## src/rtl/warmboot_sequencer.sv

```systemverilog
// Sequences an FPGA warm reboot: drain USB traffic, detach from the host, settle the image select, then pulse BOOT.
// Registered outputs track the state entered at each edge; BOOT is terminal until reset.
module warmboot_sequencer #(
   parameter int unsigned QUIET_CYCLES  = 48,
   parameter int unsigned DRAIN_TIMEOUT = 480000,
   parameter int unsigned DETACH_CYCLES = 480000,
   parameter int unsigned SETTLE_CYCLES = 16
) (
   input  logic       clk_48mhz,
   input  logic       reset,
   input  logic       boot_req,
   input  logic [1:0] boot_image,
   input  logic       boot_abort,
   input  logic       usb_tx_en,
   output logic       usb_detach,
   output logic       warm_s1,
   output logic       warm_s0,
   output logic       warm_boot,
   output logic       busy
);

   localparam int unsigned MAX_A = (QUIET_CYCLES  > DRAIN_TIMEOUT) ? QUIET_CYCLES  : DRAIN_TIMEOUT;
   localparam int unsigned MAX_B = (DETACH_CYCLES > SETTLE_CYCLES) ? DETACH_CYCLES : SETTLE_CYCLES;
   localparam int unsigned MAX_P = (MAX_A > MAX_B) ? MAX_A : MAX_B;
   localparam int unsigned CW    = $clog2(MAX_P) + 1;

   // Exit compares use count-1 so the terminal value never needs an extra bit.
   localparam logic [CW-1:0] QUIET_LAST  = CW'(QUIET_CYCLES  - 1);
   localparam logic [CW-1:0] TMO_LAST    = CW'(DRAIN_TIMEOUT - 1);
   localparam logic [CW-1:0] DETACH_LAST = CW'(DETACH_CYCLES - 1);
   localparam logic [CW-1:0] SETTLE_LAST = CW'(SETTLE_CYCLES - 1);

   typedef enum logic [2:0] {
      IDLE   = 3'd0,
      DRAIN  = 3'd1,
      DETACH = 3'd2,
      SETTLE = 3'd3,
      BOOT   = 3'd4
   } state_t;

   state_t          state_q, state_d;
   logic [CW-1:0]   quiet_q, quiet_d;
   logic [CW-1:0]   tmo_q, tmo_d;
   logic [1:0]      img_q, img_d;
   logic            usb_detach_q, warm_boot_q, busy_q;

   function automatic logic [CW-1:0] sat_inc(input logic [CW-1:0] v);
      return (&v) ? v : v + CW'(1);
   endfunction

   // tmo_q doubles as the phase counter for DETACH and SETTLE.
   always_comb begin
      state_d = state_q;
      quiet_d = quiet_q;
      tmo_d   = tmo_q;
      img_d   = img_q;
      case (state_q)
         IDLE: begin
            if (boot_req) begin
               img_d   = boot_image;
               quiet_d = '0;
               tmo_d   = '0;
               state_d = DRAIN;
            end
         end
         DRAIN: begin
            quiet_d = usb_tx_en ? '0 : sat_inc(quiet_q);
            tmo_d   = sat_inc(tmo_q);
            if (boot_abort) begin
               state_d = IDLE;
            end else if ((!usb_tx_en && (quiet_q >= QUIET_LAST)) || (tmo_q >= TMO_LAST)) begin
               state_d = DETACH;
               tmo_d   = '0;
            end
         end
         DETACH: begin
            if (tmo_q >= DETACH_LAST) begin
               state_d = SETTLE;
               tmo_d   = '0;
            end else begin
               tmo_d   = sat_inc(tmo_q);
            end
         end
         SETTLE: begin
            if (tmo_q >= SETTLE_LAST) begin
               state_d = BOOT;
               tmo_d   = '0;
            end else begin
               tmo_d   = sat_inc(tmo_q);
            end
         end
         BOOT: begin
            state_d = BOOT;
         end
         default: begin
            state_d = IDLE;
         end
      endcase
   end

   always_ff @(posedge clk_48mhz or posedge reset) begin
      if (reset) begin
         state_q      <= IDLE;
         quiet_q      <= '0;
         tmo_q        <= '0;
         img_q        <= 2'b00;
         usb_detach_q <= 1'b0;
         warm_boot_q  <= 1'b0;
         busy_q       <= 1'b0;
      end else begin
         state_q      <= state_d;
         quiet_q      <= quiet_d;
         tmo_q        <= tmo_d;
         img_q        <= img_d;
         busy_q       <= (state_d != IDLE);
         usb_detach_q <= (state_d == DETACH) || (state_d == SETTLE) || (state_d == BOOT);
         warm_boot_q  <= (state_d == BOOT);
      end
   end

   assign usb_detach = usb_detach_q;
   assign warm_boot  = warm_boot_q;
   assign busy       = busy_q;
   assign warm_s1    = img_q[1];
   assign warm_s0    = img_q[0];

endmodule

```

## config.mk

```make
export PLATFORM = sky130hd
export DESIGN_NAME = warmboot_sequencer
export DESIGN_NICKNAME = d
export VERILOG_FILES = /design/src/rtl/warmboot_sequencer.sv
export SDC_FILE = /design/constraint.sdc
export NUM_CORES = 1
export LEC_CHECK = 0
export BUFFER_PORTS_ARGS = -buffer_cell sky130_fd_sc_hd__clkbuf_2
export CORE_MARGIN = 2
export CORE_UTILIZATION = 55
export CTS_BUF_LIST = sky130_fd_sc_hd__clkbuf_4
export DETAILED_ROUTE_END_ITERATION = 12
export PLACE_DENSITY = 0.75
export SLEW_MARGIN = 5
export SYNTH_ARGS = -nofsm -noshare
export SYNTH_HDL_FRONTEND = slang
export SYNTH_SLANG_ARGS = --single-unit
```

## constraint.sdc

```tcl
create_clock -name clk_48mhz -period 2.3 [get_ports clk_48mhz]
set_input_delay 0.23 -clock clk_48mhz [delete_from_list [all_inputs] [get_ports clk_48mhz]]
set_output_delay 0.23 -clock clk_48mhz [all_outputs]
set_load 0.1 [all_outputs]
```

# Word level (Yosys, flattened, before mapping)
# Index checks and enable logic that the tools add are counted.
# totals
register_bits	48
word_cells	51
# op_classes
add_sub_neg	2
order_cmp	3
eq_ne	9
mux	16
n_reduce_logical	14
# op_table
operator	count
$mux W20	8
$pmux W20 S4	1
$add A20 B1 Y20 const B	2
$pmux W20 S2	1
$reduce_and A20 Y1	2
$ge A20 B19 Y1 const B	1
$ge A20 B4 Y1 const B	1
$ge A20 B6 Y1 const B	1
$mux W3	5
$pmux W3 S5	1
$eq A3 B2 Y1 const B	4
$eq A3 B3 Y1 const B	2
$reduce_and A2 Y1	2
$reduce_bool A4 Y1	1
$eq A3 B1 Y1 const B	1
$logic_not A3 Y1	1
$logic_or A1 B1 Y1	3
$ne A3 B3 Y1 const B	1
$reduce_and A3 Y1	1
$reduce_bool A3 Y1	1
$ne A2 B2 Y1 const B	1
$reduce_bool A2 Y1	1
$logic_and A1 B1 Y1	1
$logic_not A1 Y1	1

# Depth between registers and ports, before layout
# Gate-level depths: netlist of the first run.
# logic_depth
word_depth	9
ltp_mapped	9
mapped_depth_nobuf	7

# Worst setup path before layout of the first run
# No wires, ideal clock.
# synth_timing
path_kind	flip-flop to flip-flop
from	register tmo_q[0]
to	register tmo_q[17]
arrival_time_ns	2.238
required_time_ns	2.213
slack_ns	-0.025
stages_incl_launch_ff	9
path_cell_list	dfrtp_1 -> ha_1 -> and4_1 -> buf_2 -> nand2_1 -> o211ai_2 -> a211oi_2 -> or4b_1 -> o211ai_1
# synth_via
elab_chain_cells	5
word_cells_on_any_way	11
cone_classes	1 x add/sub; 2 x order compare; 6 x mux; 2 x reduce/logical
# synth_lines
item	line_no	rtl
from (decl)	43	logic [CW-1:0] tmo_q, tmo_d;
from (signal assigned)	113	tmo_q <= tmo_d;
$add A20 B1 Y20, or another cell as far along	48	return (&v) ? v : v + CW'(1);
$mux W20 / $logic_or A1 B1 Y1 (equally long branches)	48, 71	
$mux W20	71	end else if ((!usb_tx_en && (quiet_q >= QUIET_LAST)) || (tmo_q >= TMO_LAST)) begin
$mux W20	69	if (boot_abort) begin
$pmux W20 S4 *	57	case (state_q)
# Every way passes the cells marked *; elsewhere a longest branch is shown, timed or not.
# A chain may end at the register's enable or synchronous reset.

# Worst setup path after layout of the first run
# layout_timing
from	register tmo_q[13]
to	register tmo_q[6]
# layout_via
elab_chain_cells	5
word_cells_on_any_way	10
cone_classes	2 x order compare; 6 x mux; 2 x reduce/logical
# layout_lines
item	line_no
$ge A20 B19 Y1 / $reduce_and A20 Y1 (equally long branches)	71, 77, 48
$logic_or A1 B1 Y1 / $mux W20 (equally long branches)	--
$mux W20	71
$mux W20	69
$pmux W20 S4 *	57
# Marks and branches as above.

==> metrics.md, run 1 <==
| Metric | Value |
|---|---|
| Clk_lat worst skew | around 390 ps |
| Clock slew seen by the registers of the worst setup and hold paths | between 150 and 200 ps |
| Pwr/cell area | 364 mW/mm² |
| Max Fclk | between 400 and 500 MHz |
| Core box area | 0.00554 mm² |
| Clock sinks | 48 |
| Syn_area_per_cell | around 9 µm² |
| Setup Skew | 25.9 ps |
| Buf/Inv on CP | 2 |
| CTS buffer count | 5 |
| Synth Instances | 360 |
| Max capacitance violation total | 0 |
| Worst EP required | 2580 ps |
| Routability cong. | slightly below 1 |
| Clk buf depth | 2 |
| Vias in the first global route | ~2800 |
| Drt drc | 0 |
| Routed via count | around 3000 |
| Final ANT Viol Nets | 0 |
| # fillers | 439 |
| Initial core utilization | 0.575 |
| WL per Instance | ~17 µm |
| Layout net count | roughly 420 |
| Die Wd | ~80 µm |
| Ant diodes | 0 |
| Slew @ Worst Pin | ~550 ps |
| GRT Residual Overflow | 0 |
| Number of synthesized flops with an enable pin | 0 |
| Critical path capture point type | flip-flop |
| Final Hold Viols | 0 |
| Initial antenna violation count | 0 |
| Sequential area share after synthesis | 0.377 |
| Crit path arrival time | 2530 ps |
| #FFs+latches synth | between 40 and 50 |
| Ratio of cells with drive above 1 in the final layout | 0.290 |
| CP delay by family, top | compound AO/OA/AOI/OAI gates |
| Fin Hold WS | 71.7 ps |
| Syn-to-layout area delta | 21.9% |
| Run status | completed |
| H-tree lvl count | 2 |
| First-pass GRT wire length | 13400 µm |
| Largest net degree at the start of global routing | 31 |
| DPL Wire Length | approximately 5700 µm |
| CP Cell Sequence | nor4bb_2 -> nand4_1 -> o211ai_4 -> buf_6 -> a211oi_4 -> buf_4 -> a221oi_1 -> o41ai_2 |
| Syn Std Cell Area | between 0.003 and 0.004 mm² |
| Yosys cell types | 65 |
| CP max-delay cell | dfrtp_1 |
| Crit path launch type | flip-flop |
| Crit Path Max Fanout | 6 |
| Syn nets | around 370 |
| Setup violators final | 0 |
| Post-Route WL | 8170 µm |
| Slew Limit Fails | 0 |
| Largest stage delay, worst path | about 430 ps |
| Worst hold path class | in -> reg |
| Final Power | 1.41 mW |
| Crit path kind | reg -> reg |
| Slew Limit Headroom | 0.629 |
| Final Critical Period | ~2200 ps |
| DRT iter0 DRCs | approximately 270 |
| Worst vdd ir | 0.282 mV |
| # port buffers | 11 |
| Die area | 0.00642 mm² |
| Async set-or-reset flop fraction in the synthesized netlist | 1.00 |
| GRT Util Overall | 0.265 |
| YS warnings | 0 |
| Clock root buffer | clkbuf_4 |
| Ys flop type | dfrtp_1 |
| Std-Cell Rows | 27 |
| IO Count | 12 |
| LEAKAGE | ~1.7 nW |
| First drt pass iteration count | 5 |
| Drt via density | about 6.2 |
| Final Cycle Share | 0.978 |
| Die Y | around 80 µm |
| CTS tree | built |
==> registers in the layout (all words and copies together) (netlist names) <==
| register | flops |
|---|---|
| quiet_q | 20 |
| tmo_q | 20 |
| state_q | 3 |
| img_q | 2 |
| busy | 1 |
| usb_detach | 1 |
| warm_boot | 1 |
==> where the power goes <==
part           switching [mW]  internal, mW
Combinational          0.0391        0.0123
Clock                   0.289         0.227
Sequential           0.000853         0.846
Total                   0.329          1.09
==> cells in the final DEF (no fill, tap or decap), types with 3 or more instances in the layout <==
cell      Yosys  final
nor4_1       15     13
clkbuf_4      0      5
clkbuf_2      2     11
o21ai_0      14     13
a21o_1        3      3
a221oi_1      5      3
nand4_1      10     10
mux2_2        3      3
o21ai_1       5      6
a31oi_1       3      3
dfrtp_2       0      3
and2_1        3      3
mux2i_1       5      5
nor2_1       35     35
a211oi_1      5      4
and4_1        5      4
nor3b_1       6      6
xnor2_1       4      4
a221oi_2      1      3
o41ai_2       3      3
xor2_1       12     12
o31ai_1       5      4
buf_4         0     55
inv_1         6      5
nor3_1        8      8
dfrtp_1      48     45
a21oi_1      18     16
and3_1        7      6
nand3_1      22     22
nand2_1      35     35
buf_6         5      5
==> layout make-up <==
type | count | area (µm²) | share of cell area
multi-input cells | 279 | 1930 | 0.497
flip-flops and latches | 48 | 1200 | 0.310
repair buffers | 73 | 554 | 0.143
well taps | 72 | 90.1 | 0.0232
clock inverters | 3 | 42.5 | 0.0110
clock buffers | 5 | 37.5 | 0.00966
inverters | 6 | 22.5 | 0.00580
==> cell families after synthesis <==
group	Yosys count	synth area share
flops	48	0.377
simple gates	170	0.297
compound gates	83	0.193
xor+xnor	16	0.0440
fa+ha+maj	2	0.00785
mux	8	0.0263
buf+inv	33	0.0550
==> cells in the mapped netlist (3+ instances only) <==
library cell  number  area (µm²)
dfrtp_1           48        1200
nand2_1           35         131
nor2_1            35         131
nand3_1           22         110
a21oi_1           18        90.1
nor4_1            15        93.8
o21ai_0           14        70.1
xor2_1            12         105
clkbuf_1          10        37.5
nand4_1           10        62.6
buf_2              9        45.0
nor3_1             8        40.0
and3_1             7        43.8
inv_1              6        22.5
nor3b_1            6        45.0
a211oi_1           5        37.5
a221oi_1           5        43.8
and4_1             5        43.8
buf_6              5        56.3
mux2i_1            5        50.1
o21ai_1            5        25.0
o31ai_1            5        37.5
xnor2_1            4        35.0
a21o_1             3        22.5
a31oi_1            3        18.8
and2_1             3        18.8
mux2_2             3        33.8
o41ai_2            3        48.8
==> repair_timing <==
item | CTS | global route
resized for setup | 16 | 16
setup buffers | 4 | 7
hold buffers | 1 | 0
pin swaps | 7 | 8
setup endpoints to repair | 19 | 21
gates cloned | 0 | 0
hold endpoints to repair | 18 | 0
==> layer usage <==
layer | part of all wire | wire length [µm] | vias up | global-route usage
met5 | 0 | 0 | - | 0
met4 | 0.017 | 142 | 0 | 0.0678
met3 | 0.057 | 465 | 17 | 0.0573
met2 | 0.47 | 3820 | 110 | 0.418
met1 | 0.46 | 3740 | 1464 | 0.373
li1 | - | - | 1435 | -
==> final timing paths <==
path | startpoint | endpoint | slack (ps) | cells past startpoint
min in group asynchronous | reset | tmo_q[2] | 340 | 3
min reg2reg | img_q[0] | img_q[0] | 530 | 1
max | tmo_q[13] | tmo_q[6] | 50 | 8
min | boot_image[0] | img_q[0] | 70 | 2
max in group asynchronous | reset | tmo_q[9] | 1420 | 4
max reg2reg | tmo_q[13] | tmo_q[6] | 50 | 8
==> through the flow <==
| stage | worst slack (ps) | utilization | cell area, µm² | cells | setup TNS (ps) |
|---|---|---|---|---|---|
| after detailed placement | -259 | 0.648 | 3590 | 468 | -2810 |
| after floorplan | 46.2 | - | 3190 | 360 | 0 |
| final | 50.2 | 0.701 | 3880 | 486 | 0 |
| after CTS | -5.11 | 0.680 | 3770 | 480 | -5.11 |
| after global routing | -41.9 | 0.701 | 3880 | 486 | -209 |
| after global placement | -210 | 0.648 | 3590 | 468 | -1820 |
No activity file was read; power rests on OpenSTA's default activity.
==> inputs of run 2 (changes only) <==
Settings changed: CORE_ASPECT_RATIO set to 1.75.
==> metrics.md, run 2 (same netlist as run 1, synthesis figures left out) <==
| Metric | Value |
|---|---|
| Run status | completed |
| Min-delay src | boot_image[0] |
| Slew Limit Fails | 0 |
| Worst hold path class | in -> reg |
| IO Count | 12 |
| Worst EP required | 2600 ps |
| WL per Instance | 18.2 µm |
| Final Power | about 1.3 mW |
| Std-Cell Rows | 36 |
| Ratio of cells with drive above 1 in the final layout | 0.302 |
| Top flop regs | quiet_q (20), tmo_q (20), state_q (3) |
| Ant diodes | 0 |
| Gate power share | 0.040 |
| Sequential share of power | 0.655 |
| Syn-to-layout area delta | 22.8% |
| Final Hold Viols | 0 |
| # port buffers | 11 |
| Clock slew seen by the registers of the worst setup and hold paths | 140 ps |
| Pwr/cell area | approximately 330 mW/mm² |
| Reg-to-reg critical path startpoint | tmo_q[15] |
| CTS tree | built |
| Crit path launch type | flip-flop |
| H-tree lvl count | 2 |
| P_int | slightly below 1 mW |
| Hold-critical path depth | 2 |
| Largest stage delay, worst path | between 500 and 600 ps |
| Slew @ Worst Pin | 563 ps |
| GRT Residual Overflow | 0 |
| Clk_lat worst skew | 400 ps |
| Met1 GRT Util | 0.332 |
| First-pass GRT wire length | between 10000 and 15000 µm |
| CTS buffer count | 5 |
| Core box area | between 0.005 and 0.006 mm² |
| Worst vdd ir | between 0.3 and 0.4 mV |
| Max capacitance violation total | 0 |
| Final Critical Period | 2270 ps |
| Clock root buffer | clkbuf_4 |
| Setup Skew | roughly 29 ps |
| Initial core utilization | 0.571 |
| Largest net degree at the start of global routing | 33 |
| Reg2reg setup slack | roughly 30 ps |
| Most used cell, CP | buf_4 |
| LEAKAGE | approximately 1.7 nW |
| Psw | ~0.32 mW |
| Critical path capture point type | flip-flop |
| Final ANT Viol Nets | 0 |
| Crit path kind | reg -> reg |
| Reg2reg end | tmo_q[13] |
| Routed via count | 3067 |
| Crit Path Max Fanout | 10 |
| GR peak layer | met2 |
| CP max-delay cell | nor4_1 |
| Post-Route WL | 8860 µm |
| Setup TNS | 0 ps |
| RSZ-0062 raised after global routing | true |
| Clk pwr share | 0.304 |
| Slew Limit Headroom | 0.621 |
| Initial antenna violation count | 0 |
| GRT met2 Usage | 0.513 |
| DPL Wire Length | about 6400 µm |
| Layout net count | approximately 420 |
| Sw Ratio | 0.249 |
| Met3 GRT Util | 0.0606 |
| Drt drc | 0 |
| First drt pass iteration count | 5 |
| CP Cell Sequence | buf_4 -> a21o_1 -> a21oi_1 -> o211ai_4 -> buf_4 -> buf_4 -> nor4_1 -> a221oi_4 -> o41ai_4 |
| Clock sinks | 48 |
| Most frequent cells in the layout | buf_4 (55), dfrtp_1 (45), nor2_1 (35), nand2_1 (34), nand3_1 (20) |
| DRT iter0 DRCs | 160 |
| Die area | around 0.0064 mm² |
| Hold endpoint | img_q[0] |
| Die Wd | around 60 µm |
| Drt via density | between 6 and 7 |
| GRT Util Overall | 0.302 |
| Clk buf depth | 2 |
| Setup violators final | 0 |
| Max Fclk | around 440 MHz |
| Die Y | 105 µm |
| Routability cong. | roughly 0.9 |
| Vias in the first global route | slightly above 3000 |
| Most common cell after layout, fill and taps aside | buf_4 |
| Final Cycle Share | 0.987 |
| Crit path arrival time | between 2000 and 3000 ps |
| R2R depth | 9 |
-- run 2: changes by cell type in the layout (fill, tap and decap cells not counted), sizes merged --
cell,before,now
clkinv,2,3
bufinv,1,0
buf,61,58
-- run 2: worst max path at each step --
| stage | start | end | slack (ps) | cells past startpoint |
|---|---|---|---|---|
| 6_report | tmo_q[15] | tmo_q[13] | 30 | 9 |
| 5_1_grt | tmo_q[15] | tmo_q[13] | -80 | 9 |
| 4_1_cts | tmo_q[12] | tmo_q[13] | 5 | 8 |
| 3_5_place_dp | tmo_q[13] | tmo_q[7] | -320 | 6 |
| 3_3_place_gp | tmo_q[13] | tmo_q[7] | -200 | 6 |
| 2_1_floorplan | tmo_q[0] | tmo_q[17] | 50 | 8 |
-- run 2: power groups by stage --
stage | logic, mW | registers, mW | clock network [mW]
after global routing | 0.0586 | 0.847 | 0.435
final | 0.0519 | 0.846 | 0.393
after global placement | 0.0509 | 0.862 | 0
after detailed placement | 0.0516 | 0.863 | 0
after floorplan | 0.0170 | 0.876 | 0
after CTS | 0.0532 | 0.847 | 0.407
-- run 2: area by class of cell --
cell class | instances | area [µm²]
Sequential cell | 48 | 1200
Timing Repair Buffer | 70 | 520
Multi-Input combinational cell | 279 | 2020
Fill cell | 462 | 1670
Inverter | 6 | 22.5
Clock buffer | 5 | 37.5
Tap cell | 76 | 95.1
Clock inverter | 3 | 13.8
-- run 2: through the flow --
step,hold slack (ps),instance area (µm²),util,setup slack (ps),instances
6_report,73.0,3910,0.700,29.9,487
5_1_grt,71.7,3910,0.700,-84.0,487
4_1_cts,68.4,3720,0.666,5.37,483
3_5_place_dp,228,3610,0.646,-324,474
3_3_place_gp,220,3610,0.646,-199,474
2_1_floorplan,382,3190,-,46.2,360
-- run 2: per-layer routing --
layer	routed length [µm]	share of wire
met3	265	0.030
met1	3230	0.36
met5	0	0
met4	473	0.053
met2	4890	0.55
-- run 2: what timing repair did --
action	in CTS	in global routing
endpoints found under the setup margin	14	23
hold buffers	1	0
endpoints found under the hold margin	16	0
resized for setup	11	29
pin swaps	2	8
buffers inserted	0	5
-- run 2: worst max-delay path: cells and delay by family (launching register included) --
| kind | cells | cell delay, ps |
|---|---|---|
| AOI/OAI and AO/OA | 5 | 690 |
| and+or+nand+nor | 1 | 540 |
| buffers and inverters | 3 | 510 |
| DFF | 1 | 430 |
